File: src/rtl/mmult_pkg.sv
// mmult_pkg: shared types and defaults for the matrix-multiply job arbiter.
//   state_t         - arbiter FSM states (IDLE, CHECK, RUN, RESP)
//   dims_t          - packed job dimensions {ax, ay, bx, by}, 8 bits each
//   MAX_DIM_DEFAULT - default largest legal matrix dimension
//   dim_ok()        - range check of one dimension against 1..max_dim
package mmult_pkg;

    typedef enum logic [1:0] {
        IDLE,
        CHECK,
        RUN,
        RESP
    } state_t;

    typedef struct packed {
        logic [7:0] ax;
        logic [7:0] ay;
        logic [7:0] bx;
        logic [7:0] by;
    } dims_t;

    localparam int unsigned MAX_DIM_DEFAULT = 16;

    function automatic logic dim_ok(input logic [7:0] d, input int unsigned max_dim);
        return (d != 8'd0) && ({24'd0, d} <= max_dim);
    endfunction

endpackage

File: src/rtl/rr_arbiter2.sv
// rr_arbiter2: two-way round-robin grant with a one-bit priority pointer.
//   clk, reset  - clock, asynchronous active-low reset (pointer -> 0)
//   req[1:0]    - request vector
//   update      - advance the pointer away from 'served' at this edge
//   served      - index of the requester just served
//   gnt_idx     - index of the requester that wins this cycle
//   gnt_any     - at least one request is pending
module rr_arbiter2 (
    input  logic       clk,
    input  logic       reset,
    input  logic [1:0] req,
    input  logic       update,
    input  logic       served,
    output logic       gnt_idx,
    output logic       gnt_any
);

    logic ptr;

    always_ff @(posedge clk or negedge reset) begin
        if (!reset)
            ptr <= 1'b0;
        else if (update)
            ptr <= ~served;
    end

    // Pointer only breaks ties; a lone request always wins.
    always_comb begin
        gnt_any = |req;
        gnt_idx = req[1];
        if (req == 2'b11)
            gnt_idx = ptr;
    end

endmodule

File: src/rtl/mmult_arbiter.sv
// mmult_arbiter: arbitrates two requesters onto one matrix multiplier.
// Grants a job in IDLE, validates its dimensions in CHECK, enables the
// multiplier in RUN until mm_done, and pulses ack (plus err on rejection
// or timeout) in RESP.
//   clk, reset     - clock, asynchronous active-low reset
//   req[1:0]       - per-requester job request, held until ack
//   req_dims[1:0]  - per-requester {Ax,Ay,Bx,By}
//   ack[1:0]       - one-cycle job-complete pulse
//   err[1:0]       - with ack when the job was rejected or timed out
//   mm_enable      - multiplier enable during RUN
//   mm_sel         - granted requester index
//   mm_dims        - latched dimensions of the granted job
//   mm_done        - multiplier completion (ignored outside RUN)
//   busy           - high whenever not IDLE
//   jobs_done      - count of successful jobs, wraps at 0xFFFF
// Optional feature: define MMULT_ARB_TIMEOUT_EN to add a RUN watchdog of
// TIMEOUT_CYCLES cycles.
module mmult_arbiter
    import mmult_pkg::*;
#(
    parameter int unsigned TIMEOUT_CYCLES = 4096,
    parameter int unsigned MAX_DIM        = MAX_DIM_DEFAULT
) (
    input  logic             clk,
    input  logic             reset,
    input  logic [1:0]       req,
    input  logic [1:0][31:0] req_dims,
    output logic [1:0]       ack,
    output logic [1:0]       err,
    output logic             mm_enable,
    output logic             mm_sel,
    output logic [31:0]      mm_dims,
    input  logic             mm_done,
    output logic             busy,
    output logic [15:0]      jobs_done
);

    state_t      state, state_nxt;
    logic        sel;
    dims_t       dims;
    logic        err_flag;
    logic [15:0] jobs_cnt;
    logic        gnt_idx, gnt_any;
    logic        job_ok;
    logic        timeout;

    rr_arbiter2 u_rr (
        .clk     (clk),
        .reset   (reset),
        .req     (req),
        .update  (state == RESP),
        .served  (sel),
        .gnt_idx (gnt_idx),
        .gnt_any (gnt_any)
    );

    assign job_ok = dim_ok(dims.ax, MAX_DIM) && dim_ok(dims.ay, MAX_DIM) &&
                    dim_ok(dims.bx, MAX_DIM) && dim_ok(dims.by, MAX_DIM) &&
                    (dims.ax == dims.by);

`ifdef MMULT_ARB_TIMEOUT_EN
    localparam int unsigned CW = $clog2(TIMEOUT_CYCLES + 1);
    logic [CW-1:0] run_cnt;

    always_ff @(posedge clk or negedge reset) begin
        if (!reset)
            run_cnt <= '0;
        else if (state != RUN)
            run_cnt <= '0;
        else
            run_cnt <= run_cnt + CW'(1);
    end

    // Fires in the last allowed RUN cycle so RUN lasts exactly TIMEOUT_CYCLES.
    assign timeout = (state == RUN) && (run_cnt == CW'(TIMEOUT_CYCLES - 1));
`else
    assign timeout = 1'b0;
`endif

    always_ff @(posedge clk or negedge reset) begin
        if (!reset) begin
            state    <= IDLE;
            sel      <= 1'b0;
            dims     <= '0;
            err_flag <= 1'b0;
            jobs_cnt <= '0;
        end else begin
            state <= state_nxt;
            case (state)
                IDLE: begin
                    if (gnt_any) begin
                        sel      <= gnt_idx;
                        dims     <= req_dims[gnt_idx];
                        err_flag <= 1'b0;
                    end
                end
                CHECK: begin
                    if (!job_ok)
                        err_flag <= 1'b1;
                end
                RUN: begin
                    // A completion in the final watchdog cycle still counts as success.
                    if (!mm_done && timeout)
                        err_flag <= 1'b1;
                end
                RESP: begin
                    if (!err_flag)
                        jobs_cnt <= jobs_cnt + 16'd1;
                end
                default: ;
            endcase
        end
    end

    always_comb begin
        state_nxt = state;
        mm_enable = 1'b0;
        busy      = 1'b1;
        ack       = '0;
        err       = '0;
        case (state)
            IDLE: begin
                busy = 1'b0;
                if (gnt_any)
                    state_nxt = CHECK;
            end
            CHECK: begin
                state_nxt = job_ok ? RUN : RESP;
            end
            RUN: begin
                mm_enable = 1'b1;
                if (mm_done || timeout)
                    state_nxt = RESP;
            end
            RESP: begin
                ack       = {sel, ~sel};
                err       = err_flag ? {sel, ~sel} : 2'b00;
                state_nxt = IDLE;
            end
            default: state_nxt = IDLE;
        endcase
    end

    assign mm_sel    = sel;
    assign mm_dims   = dims;
    assign jobs_done = jobs_cnt;

endmodule

File: config.mk
export PLATFORM = sky130hd
export DESIGN_NAME = mmult_arbiter
export DESIGN_NICKNAME = d
export VERILOG_FILES = /design/src/rtl/mmult_pkg.sv /design/src/rtl/rr_arbiter2.sv /design/src/rtl/mmult_arbiter.sv
export SDC_FILE = /design/constraint.sdc
export NUM_CORES = 1
export LEC_CHECK = 0
export ABC_AREA = 1
export ABC_CLOCK_PERIOD_IN_PS = 3500
export BUFFER_PORTS_ARGS = -buffer_cell sky130_fd_sc_hd__buf_4
export CELL_PAD_IN_SITES_DETAIL_PLACEMENT = 1
export CELL_PAD_IN_SITES_GLOBAL_PLACEMENT = 1
export CORE_ASPECT_RATIO = 1.4
export CORE_UTILIZATION = 36
export DETAILED_ROUTE_END_ITERATION = 8
export GPL_TIMING_DRIVEN = 0
export PLACE_DENSITY = 0.84
export SKIP_LAST_GASP = 1
export SYNTH_ARGS = -nofsm -noshare
export SYNTH_HDL_FRONTEND = slang
export SYNTH_SLANG_ARGS = --single-unit
File: constraint.sdc
create_clock -name clk -period 3.5 [get_ports clk]
set_input_delay 0.35 -clock clk [delete_from_list [all_inputs] [get_ports clk]]
set_output_delay 0.35 -clock clk [all_outputs]
set_load 0.1 [all_outputs]
==> summary.md <==
| Metric | Value |
|---|---|
| Die W | `76.52 µm` |
| Syn_nets | `419` |
| RSZ-0062 raised after global routing | `no` |
| Vias | `around 2,800` |
| Most frequent cells in the layout | `buf_4, nand2_1, nor2_1, dfrtp_1, inv_1` |
| Slowest-stage cell, CP | `dfrtp_1` |
| Drt pass-1 iters | `4` |
| Io pins | `124` |
| Synth top area share | `between 40% and 50%` |
| Synth Warn # | `0` |
| Setup bufs post-CTS | `0` |
| DIE AREA | `about 0.0081 mm²` |
| HP Class | `in -> async` |
| Wire length on met1 | `3348 µm` |
| Final number of setup-violating endpoints | `0` |
| Cell Area, Synth | `0.002799 mm²` |
| Cell count after synthesis | `345` |
| GRT overflow | `0` |
| Max_cap viols | `0` |
| WP data required | `roughly 3.2 ns` |
| Setup Skew | `between 0.008 and 0.009 ns` |
| Fillers | `935` |
| Port bufs | `roughly 120` |
| Met2 WL | `4889 µm` |
| Overall routed net length | `8842 µm` |
| FF-to-FF Start | `state[1]$_DFFE_PN0P_` |
| NumNets Final | `549` |
| Critical Path Fanout Max | `5` |
| Vias in the first global route | `3,121` |
| Tot GR Track Use | `22.98%` |
| CORE AREA | `approximately 0.0075 mm²` |
| Largest net degree at the start of global routing | `54` |
| Relative slew margins | `about 53%` |
| Critical path class | `reg -> out` |
| Largest stage delay, worst path | `between 0.4 and 0.5 ns` |
| Post-CTS Resized | `0` |
| Yosys reg bits | `53` |
| Post-CTS Hold Buffers | `0` |
| Area grow syn2layout | `42.11%` |
| Later-pin clock latency in the skew report | `about 0.30 ns` |
| Placer congestion estimate | `~0.74` |
| Htree depth | `2` |
| Max Fclk | `0.5183 GHz` |
| Sequential share of the synthesized area | `between 40 and 50%` |
| Starting Density | `37.55%` |
| Initial antenna violation count | `0` |
| Top cells by area, synth | `dfrtp_1, nand2_1, nor2_1, inv_1, o21ai_0` |
| Die Y-Extent | `106.3 µm` |
| Slew @ Worst Pin | `between 0.7 and 0.8 ns` |
| Worst setup EP type | `output port` |
| HPWL Detailed | `7074 µm` |
| Routed wire length per instance | `approximately 15 µm` |
| Drt drc | `0` |
| Worst-path cell chain | `ha_1, inv_1, nor3_1, buf_4` |
| Layout cells sized above 1 | `roughly a third` |
| Sink Count | `53` |
| Clk slew on worst S/H paths | `0.10 ns` |
| Commonest non-fill, non-tap cell in the layout | `buf_4` |
| Max-slew violations | `0` |
| TNS Setup | `0 ns` |
| Met3 wire len | `442 µm` |
| Tcrit/Tclk final | `55.13%` |
| Fin crit period | `1.929 ns` |
| 1st-iter DRT viols | `between 100 and 150` |
| First-pass GRT wire length | `between 10,000 and 15,000 µm` |
| Clock Tree Buf Depth | `2` |
| Area of the multi-input gates | `0.001265 mm²` |
| Mapped Avg Cell Area | `8.113 µm²` |
| Post-route ant nets | `0` |
| Register Area | `0.001326 mm²` |
| # rows | `37` |
| Synth area leader | `dfrtp_1` |
| Synth unique cells | `26` |
| Clk root buf | `clkbuf_8` |
| CP Data Arrival Time | `1.58 ns` |
| DR vias/cell | `4.972` |
| Outcome | `complete, no violations` |
| Critical Path Start | `state[0]$_DFFE_PN0P_` |
| Startpoint types | `register` |
| Antenna cells | `0` |
| Final Hold Fails | `0` |
| CTS Buf Count | `5` |
| CTS tree | `done` |
| Top Metal Used | `met4` |
==> registers in the layout, summed over array words and instances, names as in the netlist <==
| name | flops |
|---|---|
| u_rr.ptr | 1 |
| mm_sel | 1 |
| state | 2 |
| err_flag | 1 |
| mm_dims | 32 |
| jobs_done | 16 |
==> routing by layer <==
layer | vias up | track usage (%)
met5 | - | 0
met3 | 14 | 4.893
met4 | 0 | 6.456
li1 | 1371 | -
met2 | 94 | 45.24
met1 | 1370 | 24.05
==> worst paths after layout <==
kind,endpoint,slack [ns],cells after the start
max,err[0],1.57,4
min,jobs_done[10]$_DFFE_PN0P_,0.08,1
max reg2reg,mm_dims[1]$_DFFE_PN0P_,1.61,7
min reg2reg,jobs_done[14]$_DFFE_PN0P_,0.51,1
max in group asynchronous,mm_dims[9]$_DFFE_PN0P_,2.94,1
min in group clk,mm_dims[3]$_DFFE_PN0P_,0.30,3
==> synth_stat cells, drive strengths merged <==
library cell	count
nand4	9
a21oi	4
nand3	6
inv	42
ha	5
o22ai	20
clkbuf	11
dfrtp	53
o21ai	50
nor2	55
nand2	61
clkinv	1
xnor2	14
buf	1
xor2	8
nor3	5
==> per-stage QoR <==
stage | utilization [%] | setup slack (ns) | area, µm² | cells | hold slack, ns
floorplan | - | 0.1750 | 2799 | 345 | 0.05441
global placement | 51.57 | 1.652 | 3844 | 565 | 0.4381
detailed placement | 51.57 | 1.579 | 3844 | 565 | 0.4490
CTS | 53.37 | 1.549 | 3978 | 573 | 0.1062
global route | 53.37 | 1.375 | 3978 | 573 | 0.1262
finish | 53.37 | 1.571 | 3978 | 573 | 0.07971
==> final cells by class <==
cell class | instances | share of cell area, %
plain buffers | 12 | 1.164
clock buffers | 5 | 1.730
clock inverters | 3 | 1.636
inverters | 43 | 4.058
multi-input cells | 237 | 31.80
flip-flops and latches | 53 | 33.34
well taps | 97 | 3.051
repair buffers | 123 | 23.21
==> worst max-delay path: cells and delay by family, from the launching register on <==
family,cells,cell delay [ns]
buffers and inverters,2,0.42
adder cells (fa/ha/maj),1,0.26
AND/OR/NAND/NOR,1,0.17
flip-flops,1,0.43
==> logic make-up (layout without fill, tap and decap cells) <==
logic type      Yosys count  in the layout  share of synthesized area (%)
compound gates           74             74                          14.26
xor+xnor                 22             22                          6.884
fa+ha+maj                 5              5                          2.235
buf+inv                  55            186                          7.420
flops                    53             53                          47.38
simple gates            136            136                          21.82
Power is left out: the tool's default activity adds up to more than one toggle a clock period on the data nets, which glitch-free logic cannot reach.
